**config.mk**
```make
export PLATFORM = sky130hd
export DESIGN_NAME = bit_latch_bank
export DESIGN_NICKNAME = d
export VERILOG_FILES = /design/src/rtl/bit_latch_pkg.sv /design/src/rtl/bit_latch_bank_strobe_filter.sv /design/src/rtl/bit_latch_bank.sv
export SDC_FILE = /design/constraint.sdc
export NUM_CORES = 1
export LEC_CHECK = 0
export CORE_MARGIN = 2
export CORE_UTILIZATION = 40
export CTS_BUF_LIST = sky130_fd_sc_hd__clkbuf_4
export DETAILED_ROUTE_END_ITERATION = 16
export SLEW_MARGIN = 10
export SYNTH_ARGS = -nofsm -noshare
export SYNTH_HDL_FRONTEND = slang
export SYNTH_SLANG_ARGS = --single-unit
```
**constraint.sdc**
```tcl
create_clock -name CLK_24M -period 3.6 [get_ports CLK_24M]
set_input_delay 1.08 -clock CLK_24M [delete_from_list [all_inputs] [get_ports CLK_24M]]
set_output_delay 1.08 -clock CLK_24M [all_outputs]
set_load 0.005 [all_outputs]
```
**src/rtl/bit_latch_pkg.sv**
```systemverilog
// Shared sizing helpers and defaults for the multi-bank addressable bit latch.
package bit_latch_pkg;

  localparam logic DEFAULT_RESET_BIT = 1'b0;

  function automatic int clog2(input int n);
    int r;
    r = 0;
    while ((1 << r) < n) r++;
    return r;
  endfunction

  function automatic int bank_width(input int addr_w);
    return 1 << addr_w;
  endfunction

  function automatic int bank_base(input int b, input int bw);
    return b * bw;
  endfunction

  // A single bank still needs a 1-bit readback select port.
  function automatic int sel_width(input int banks);
    return (clog2(banks) < 1) ? 1 : clog2(banks);
  endfunction

endpackage

```
**src/rtl/bit_latch_bank_strobe_filter.sv**
```systemverilog
// Per-bank strobe conditioning: synchroniser, low-time filter and post-reset arming.
module strobe_filter
  import bit_latch_pkg::*;
#(
  parameter int SYNC_STAGES = 2,
  parameter int MIN_LOW     = 2
) (
  input  logic clk,
  input  logic rst,
  input  logic strobe_n,
  output logic accept
);

  localparam int CW = clog2(MIN_LOW + 1);

  logic [SYNC_STAGES-1:0] sync_q, sync_d;
  logic [SYNC_STAGES-1:0] fill_q, fill_d;
  logic [CW-1:0]          cnt_q, cnt_d;
  logic                   armed_q, armed_d;
  logic                   s;

  assign s = sync_q[SYNC_STAGES-1];

  // The reset value of the synchroniser is not a real pad sample; arming waits
  // until the chain has been refilled from the pad so a strobe held low through
  // reset release cannot arm on stale ones.
  always_comb begin
    sync_d  = {sync_q[SYNC_STAGES-2:0], strobe_n};
    fill_d  = {fill_q[SYNC_STAGES-2:0], 1'b1};
    armed_d = armed_q | (s & fill_q[SYNC_STAGES-1]);
    cnt_d   = cnt_q;
    if (s) begin
      cnt_d = '0;
    end else if (cnt_q != CW'(MIN_LOW)) begin
      cnt_d = cnt_q + CW'(1);
    end
  end

  assign accept = armed_q & ~s & (cnt_q == CW'(MIN_LOW - 1));

  always_ff @(posedge clk or posedge rst) begin
    if (rst) begin
      sync_q  <= '1;
      fill_q  <= '0;
      cnt_q   <= '0;
      armed_q <= 1'b0;
    end else begin
      sync_q  <= sync_d;
      fill_q  <= fill_d;
      cnt_q   <= cnt_d;
      armed_q <= armed_d;
    end
  end

endmodule

```
**src/rtl/bit_latch_bank.sv**
```systemverilog
// Multi-bank addressable bit latch with clear/demux mode, write pulses and bit readback.
module bit_latch_bank
  import bit_latch_pkg::*;
#(
  parameter int ADDR_W      = 3,
  parameter int BANKS       = 2,
  parameter int SYNC_STAGES = 2,
  parameter int MIN_LOW     = 2,
  parameter logic [BANKS*(1<<ADDR_W)-1:0] RESET_VAL =
    {(BANKS*(1<<ADDR_W)){DEFAULT_RESET_BIT}}
) (
  input  logic                            CLK_24M,
  input  logic                            RESET,
  input  logic [ADDR_W-1:0]               ADDR,
  input  logic                            DIN,
  input  logic [BANKS-1:0]                nBITW,
  input  logic [BANKS-1:0]                nCLR,
  input  logic [sel_width(BANKS)-1:0]     RD_BANK,
  output logic [BANKS*(1<<ADDR_W)-1:0]    LATCH,
  output logic [BANKS-1:0]                WR_PULSE,
  output logic                            RDATA
);

  localparam int BW    = bank_width(ADDR_W);
  localparam int TOTAL = BANKS * BW;

  logic [SYNC_STAGES-1:0][BANKS-1:0] clr_sync_q, clr_sync_d;
  logic [TOTAL-1:0]                  latch_q, latch_d;
  logic [BANKS-1:0]                  wr_pulse_q, wr_pulse_d;
  logic [BANKS-1:0]                  accept, clr;
  logic [BW-1:0]                     bit_sel, bank;
  logic [TOTAL-1:0]                  rd_shift;

  for (genvar b = 0; b < BANKS; b++) begin : g_bank
    strobe_filter #(
      .SYNC_STAGES(SYNC_STAGES),
      .MIN_LOW    (MIN_LOW)
    ) u_filt (
      .clk     (CLK_24M),
      .rst     (RESET),
      .strobe_n(nBITW[b]),
      .accept  (accept[b])
    );
  end

  assign clr     = ~clr_sync_q[SYNC_STAGES-1];
  assign bit_sel = BW'(1) << ADDR;

  // Clear is applied first so an accept in the same cycle leaves only the
  // addressed bit, giving the 259 demux behaviour.
  always_comb begin
    clr_sync_d = {clr_sync_q[SYNC_STAGES-2:0], nCLR};
    wr_pulse_d = accept;
    latch_d    = latch_q;
    bank       = '0;
    for (int b = 0; b < BANKS; b++) begin
      bank = latch_q[bank_base(b, BW) +: BW];
      if (clr[b]) bank = '0;
      if (accept[b]) bank = (bank & ~bit_sel) | (DIN ? bit_sel : '0);
      latch_d[bank_base(b, BW) +: BW] = bank;
    end
  end

  always_ff @(posedge CLK_24M or posedge RESET) begin
    if (RESET) begin
      clr_sync_q <= '1;
      latch_q    <= RESET_VAL;
      wr_pulse_q <= '0;
    end else begin
      clr_sync_q <= clr_sync_d;
      latch_q    <= latch_d;
      wr_pulse_q <= wr_pulse_d;
    end
  end

  // Bank width is a power of two, so {RD_BANK, ADDR} is the flat bit index.
  assign rd_shift = latch_q >> {RD_BANK, ADDR};
  assign RDATA    = (int'(RD_BANK) < BANKS) ? rd_shift[0] : 1'b0;

  assign LATCH    = latch_q;
  assign WR_PULSE = wr_pulse_q;

endmodule

```
# Word level (Yosys, flattened, before mapping)
# Index checks and enable logic that the tools add are counted.
classes:
  n_reduce_logical: 2
  bitwise: 16
  eq_ne: 4
  muxes: 9
  add_sub_neg: 2
  shifts: 2
ops:
  columns: ["operator", "count"]
  rows:
  - ["8-bit two-way mux", 5]
  - ["8-bit AND", 2]
  - ["8-bit OR", 2]
  - ["16-bit by 4-bit right shift with 1-bit output", 1]
  - ["2-bit two-way mux", 4]
  - ["8-bit inverter", 1]
  - ["1-bit by 3-bit left shift with 8-bit output, first input constant", 1]
  - ["1-bit AND", 6]
  - ["2-bit by 1-bit adder with 2-bit output, second input constant", 2]
  - ["2-bit by 1-bit == test with 1-bit output, second input constant", 2]
  - ["2-bit inequality test, second input constant", 2]
  - ["2-bit nonzero test", 2]
  - ["1-bit inverter", 2]
  - ["2-bit inverter", 1]
  - ["1-bit OR", 2]
word_totals:
  out_inout_bits: 19
  wordCells: 47
  input_bits: 11
  register_bits: 36

# Longest topological paths before layout
logic_depth:
  depth_word: 5
  depth_mapped: 5
  mapped_depth_nobuf: 5

# Modules after synthesis
# A second synthesis with hierarchy kept.
unflattened:
  cells_unflattened: 118
  hier_area_um2: 1550.2
modules_own_cells:
  columns: ["module", "instances", "area_per_inst_um2", "seq_area_each_um2", "cells_per_inst"]
  rows:
  - ["bit_latch_bank", 1, 1032.2, 555.5, 78]
  - ["strobe_filter", 2, 259.0, 177.7, 20]

# Worst setup path before layout
# No wires, ideal clock.
synth_timing:
  kind: "input -> output"
  start: "input ADDR[0]"
  end: "output RDATA"
  required_ns: 2.520
  path_slack_ns: 0.592
  path_buffers: 1
  path_stages: 4
  t_arrival_ns: 1.928
  path_cell_list: "buf_6 mux4_1 mux2i_1 mux2i_1"
synth_between:
  elab_chain_len: 1
synth_lines:
  columns: ["element", "line_no", "text"]
  rows:
  - ["from (decl)", "bit_latch_bank.sv:14", "input logic [ADDR_W-1:0] ADDR,"]
  - ["16-bit by 4-bit right shift with 1-bit output", "bit_latch_bank.sv:77", "assign rd_shift = latch_q >> {RD_BANK, ADDR};"]
  - ["to (decl)", "bit_latch_bank.sv:21", "output logic RDATA"]
# No other way between the ends.

# Worst setup path in the final report
layout_timing:
  start: "input ADDR[1]"
  end: "output RDATA"
# Same word-level chain as after synthesis.

==> flow_summary.json <==
{
  "status": "completed",
  "reg2reg_depth": 5,
  "dpl.hpwl_mm": 2.257,
  "worst-endpoint-arrival_ns": 2.42,
  "cts.sinks": 34,
  "setup_tns_ns": 0,
  "drive_gt1_share_pct": 20.61,
  "antenna_found_initial": 0,
  "setup.worst_path.start": "ADDR[1]",
  "path_max_fanout": 6,
  "initial_core_util_pct": 41.79,
  "routedWlPerCell_um": 15.18,
  "drt-pass1-iter-count": 5,
  "synthesis.area_um2": 1541,
  "r2r_setup_slack_ns": 2.06,
  "root_buffer": "clkbuf_4",
  "crit_end": "RDATA",
  "r2r-end": "LATCH[12]",
  "max_slew_margin_pct": 63.07,
  "cts_htree_levels": 2,
  "cp_common_cell": "mux2i_1",
  "gp_congestion": 0.7911,
  "cp_num_cells": 5,
  "layout_min_cycle_time_ns": 3.499,
  "grt_max_degree": 19,
  "hold_viol": 0,
  "fp.dieH_um": 66.08,
  "ir_worst_vdd_mv": 0.2584,
  "cts_buffers": 5,
  "clk_path_buf_depth": 2,
  "critPathLaunchType": "input pin",
  "drc_errors": 0,
  "hp-class": "register to register",
  "num_antenna_cells": 0,
  "holdWs_ns": 0.3627,
  "setup_violations": 0,
  "slowest_stage": "clkdlybuf4s50_1",
  "synthToLayoutAreaGrowth_pct": 27.84,
  "fmax_mhz": 285.8,
  "syn_nets": 139,
  "cap_violations": 0,
  "critPathKind": "input pin to output port",
  "layout_commonest_cell": "clkdlybuf4s50_1",
  "via_per_inst": 5.155,
  "final_area_um2": 1971,
  "routed_wl_mm": 3.234,
  "synth-edff-count": 0,
  "drt_iter0_markers": 38,
  "synthArstFlopShare_pct": 100.0,
  "ant_nets": 0,
  "synth_seq_cells": 34,
  "fin_skew_ns": 0.007463,
  "post_synth_num_cell_types": 26,
  "slowest_delay_ns": 0.63,
  "grt.total_usage_pct": 17.42,
  "ys_warn_count": 0,
  "io_pins": 30,
  "nets": 179,
  "r2r-start": "g_bank[1].u_filt.cnt_q[1]",
  "fin_cells": 213,
  "cts_tree": "yes",
  "coreArea_um2": 3689,
  "placed_cell_area_um2": 1919,
  "powerDensity_nw_per_um2": 421.5,
  "p_leak_nw": 0.9048,
  "syn_area_per_cell_um2": 12.43,
  "grt-ovfl-total": 0,
  "cp-end-kind": "output port",
  "required_ns": 2.52,
  "critPathBufInv": 2,
  "worstPathCellList": "clkdlybuf4s50_1 > mux4_2 > mux2i_1 > mux2i_1 > buf_2",
  "layout_common_cells": "27 x clkdlybuf4s50_1, 26 x dfrtp_1, 17 x nand2_1",
  "rsz0062_at_grt": "false",
  "die-area_um2": 4367,
  "critical_path.top_delay_family": "buffers and inverters",
  "die-width_um": 66.08,
  "fin_crit_sh_pct": 97.19,
  "drv_slew": 0,
  "grt_pass1_wl_mm": 5.582,
  "dp.cells": 203,
  "ys_seq_area_share_pct": 55.84,
  "num_rows": 22,
  "clkTransAtPathRegs_ns": 0.10,
  "syn_inst": 124,
  "grt_pass1_vias": 1144,
  "worstSkewPairLatency_ns": 0.34,
  "fill_cells": 354,
  "synth_ff_type": "dfrtp_1",
  "num_vias": 1098,
  "tightest_slew_ns": 0.5533,
  "io_buffers": 29
}
[metal layers]
metal  share of wire (%)  vias to the layer above  wire length (um)  global-route usage (%)
met5                   0                        -                 0                       0
met4                 1.6                        0                53                   7.398
met3                 4.6                        7               149                   5.792
met2                  45                       27              1465                   26.25
met1                  48                      544              1565                   22.91
li1                    -                      520                 -                       -
[how the worst min path moves through the flow]
stage,cells past startpoint,slack (ns),startpoint,to
4_1_cts,0,0.36,g_bank[1].u_filt.fill_q[0],g_bank[0].u_filt.fill_q[1]
3_5_place_dp,0,0.34,g_bank[1].u_filt.fill_q[0],g_bank[0].u_filt.fill_q[1]
3_3_place_gp,0,0.34,g_bank[1].u_filt.fill_q[0],g_bank[0].u_filt.fill_q[1]
5_1_grt,0,0.37,g_bank[0].u_filt.sync_q[0],g_bank[0].u_filt.sync_q[1]
2_1_floorplan,0,0.33,g_bank[1].u_filt.fill_q[0],g_bank[0].u_filt.fill_q[1]
6_report,0,0.36,g_bank[1].u_filt.fill_q[0],g_bank[0].u_filt.fill_q[1]
[where the power goes]
part | total [W] | internal [W] | switching, W
combinational | 0.000179 | 0.0000911 | 0.0000884
sequential | 0.000449 | 0.000421 | 0.0000285
clock | 0.000202 | 0.0000726 | 0.000129
[worst register-to-register path: stages (launching register included)]
cell and delay [ns]:
dfrtp_1 0.41, inv_1 0.06, ha_1 0.20, nand4b_2 0.25, o311ai_0 0.36, o41ai_1 0.13
[cell usage after synthesis (all sizes together) (4+ instances only)]
master  count  area share [%]
buf         5             1.9
nor2        9             2.2
dfrtp      26              42
nand2      17             4.1
mux2i      11             7.1
o31ai       6             2.9
ha          4             3.2
mux4        4             6.8
inv         6             1.5
dfstp       8              14
o211ai      6             2.9
[logic make-up (layout without fill, tap and decap cells)]
kind of cell	after synthesis	in the layout	share of synthesized area (%)
mux	15	15	13.96
compound gates	20	20	9.740
simple gates	36	36	12.26
buf+inv	12	53	3.571
flops	34	34	55.84
fa+ha+maj	4	4	3.247
other cells	1	1	0.2433
xor+xnor	2	2	1.137
[sequential cells by signal (all words and copies together), names as in the netlist]
name	flops
g_bank.u_filt.sync_q	4
g_bank.u_filt.cnt_q	4
LATCH	16
clr_sync_q	2
WR_PULSE	2
clr_sync_d	2
g_bank.u_filt.armed_q	2
g_bank.u_filt.fill_q	2
[through the flow]
step	setup slack, ns	utilization [%]	total power (W)
2_1_floorplan	0.5915	-	0.0005621
3_3_place_gp	-0.4271	52.04	0.0006262
3_5_place_dp	-0.4616	52.04	0.0006351
4_1_cts	0.07711	53.43	0.0008453
5_1_grt	0.02304	53.43	0.0008953
6_report	0.1012	53.43	0.0008307
[area by class of cell]
cell class | instances | area (um^2) | share of cell area, %
clock buffer | 5 | 37.54 | 1.905
inverter | 6 | 22.52 | 1.143
multi-input combinational | 78 | 610.6 | 30.98
sequential | 34 | 860.8 | 43.68
tap | 48 | 60.06 | 3.048
timing repair buffer | 39 | 362.8 | 18.41
clock inverter | 3 | 16.27 | 0.8254
[what timing repair did]
action                     4_1_cts  5_1_grt
hold buffers                     0        0
setup endpoints to repair        1        0
resized for setup               10        0
setup buffers                    2        0
(Power assumes the default switching activity.)
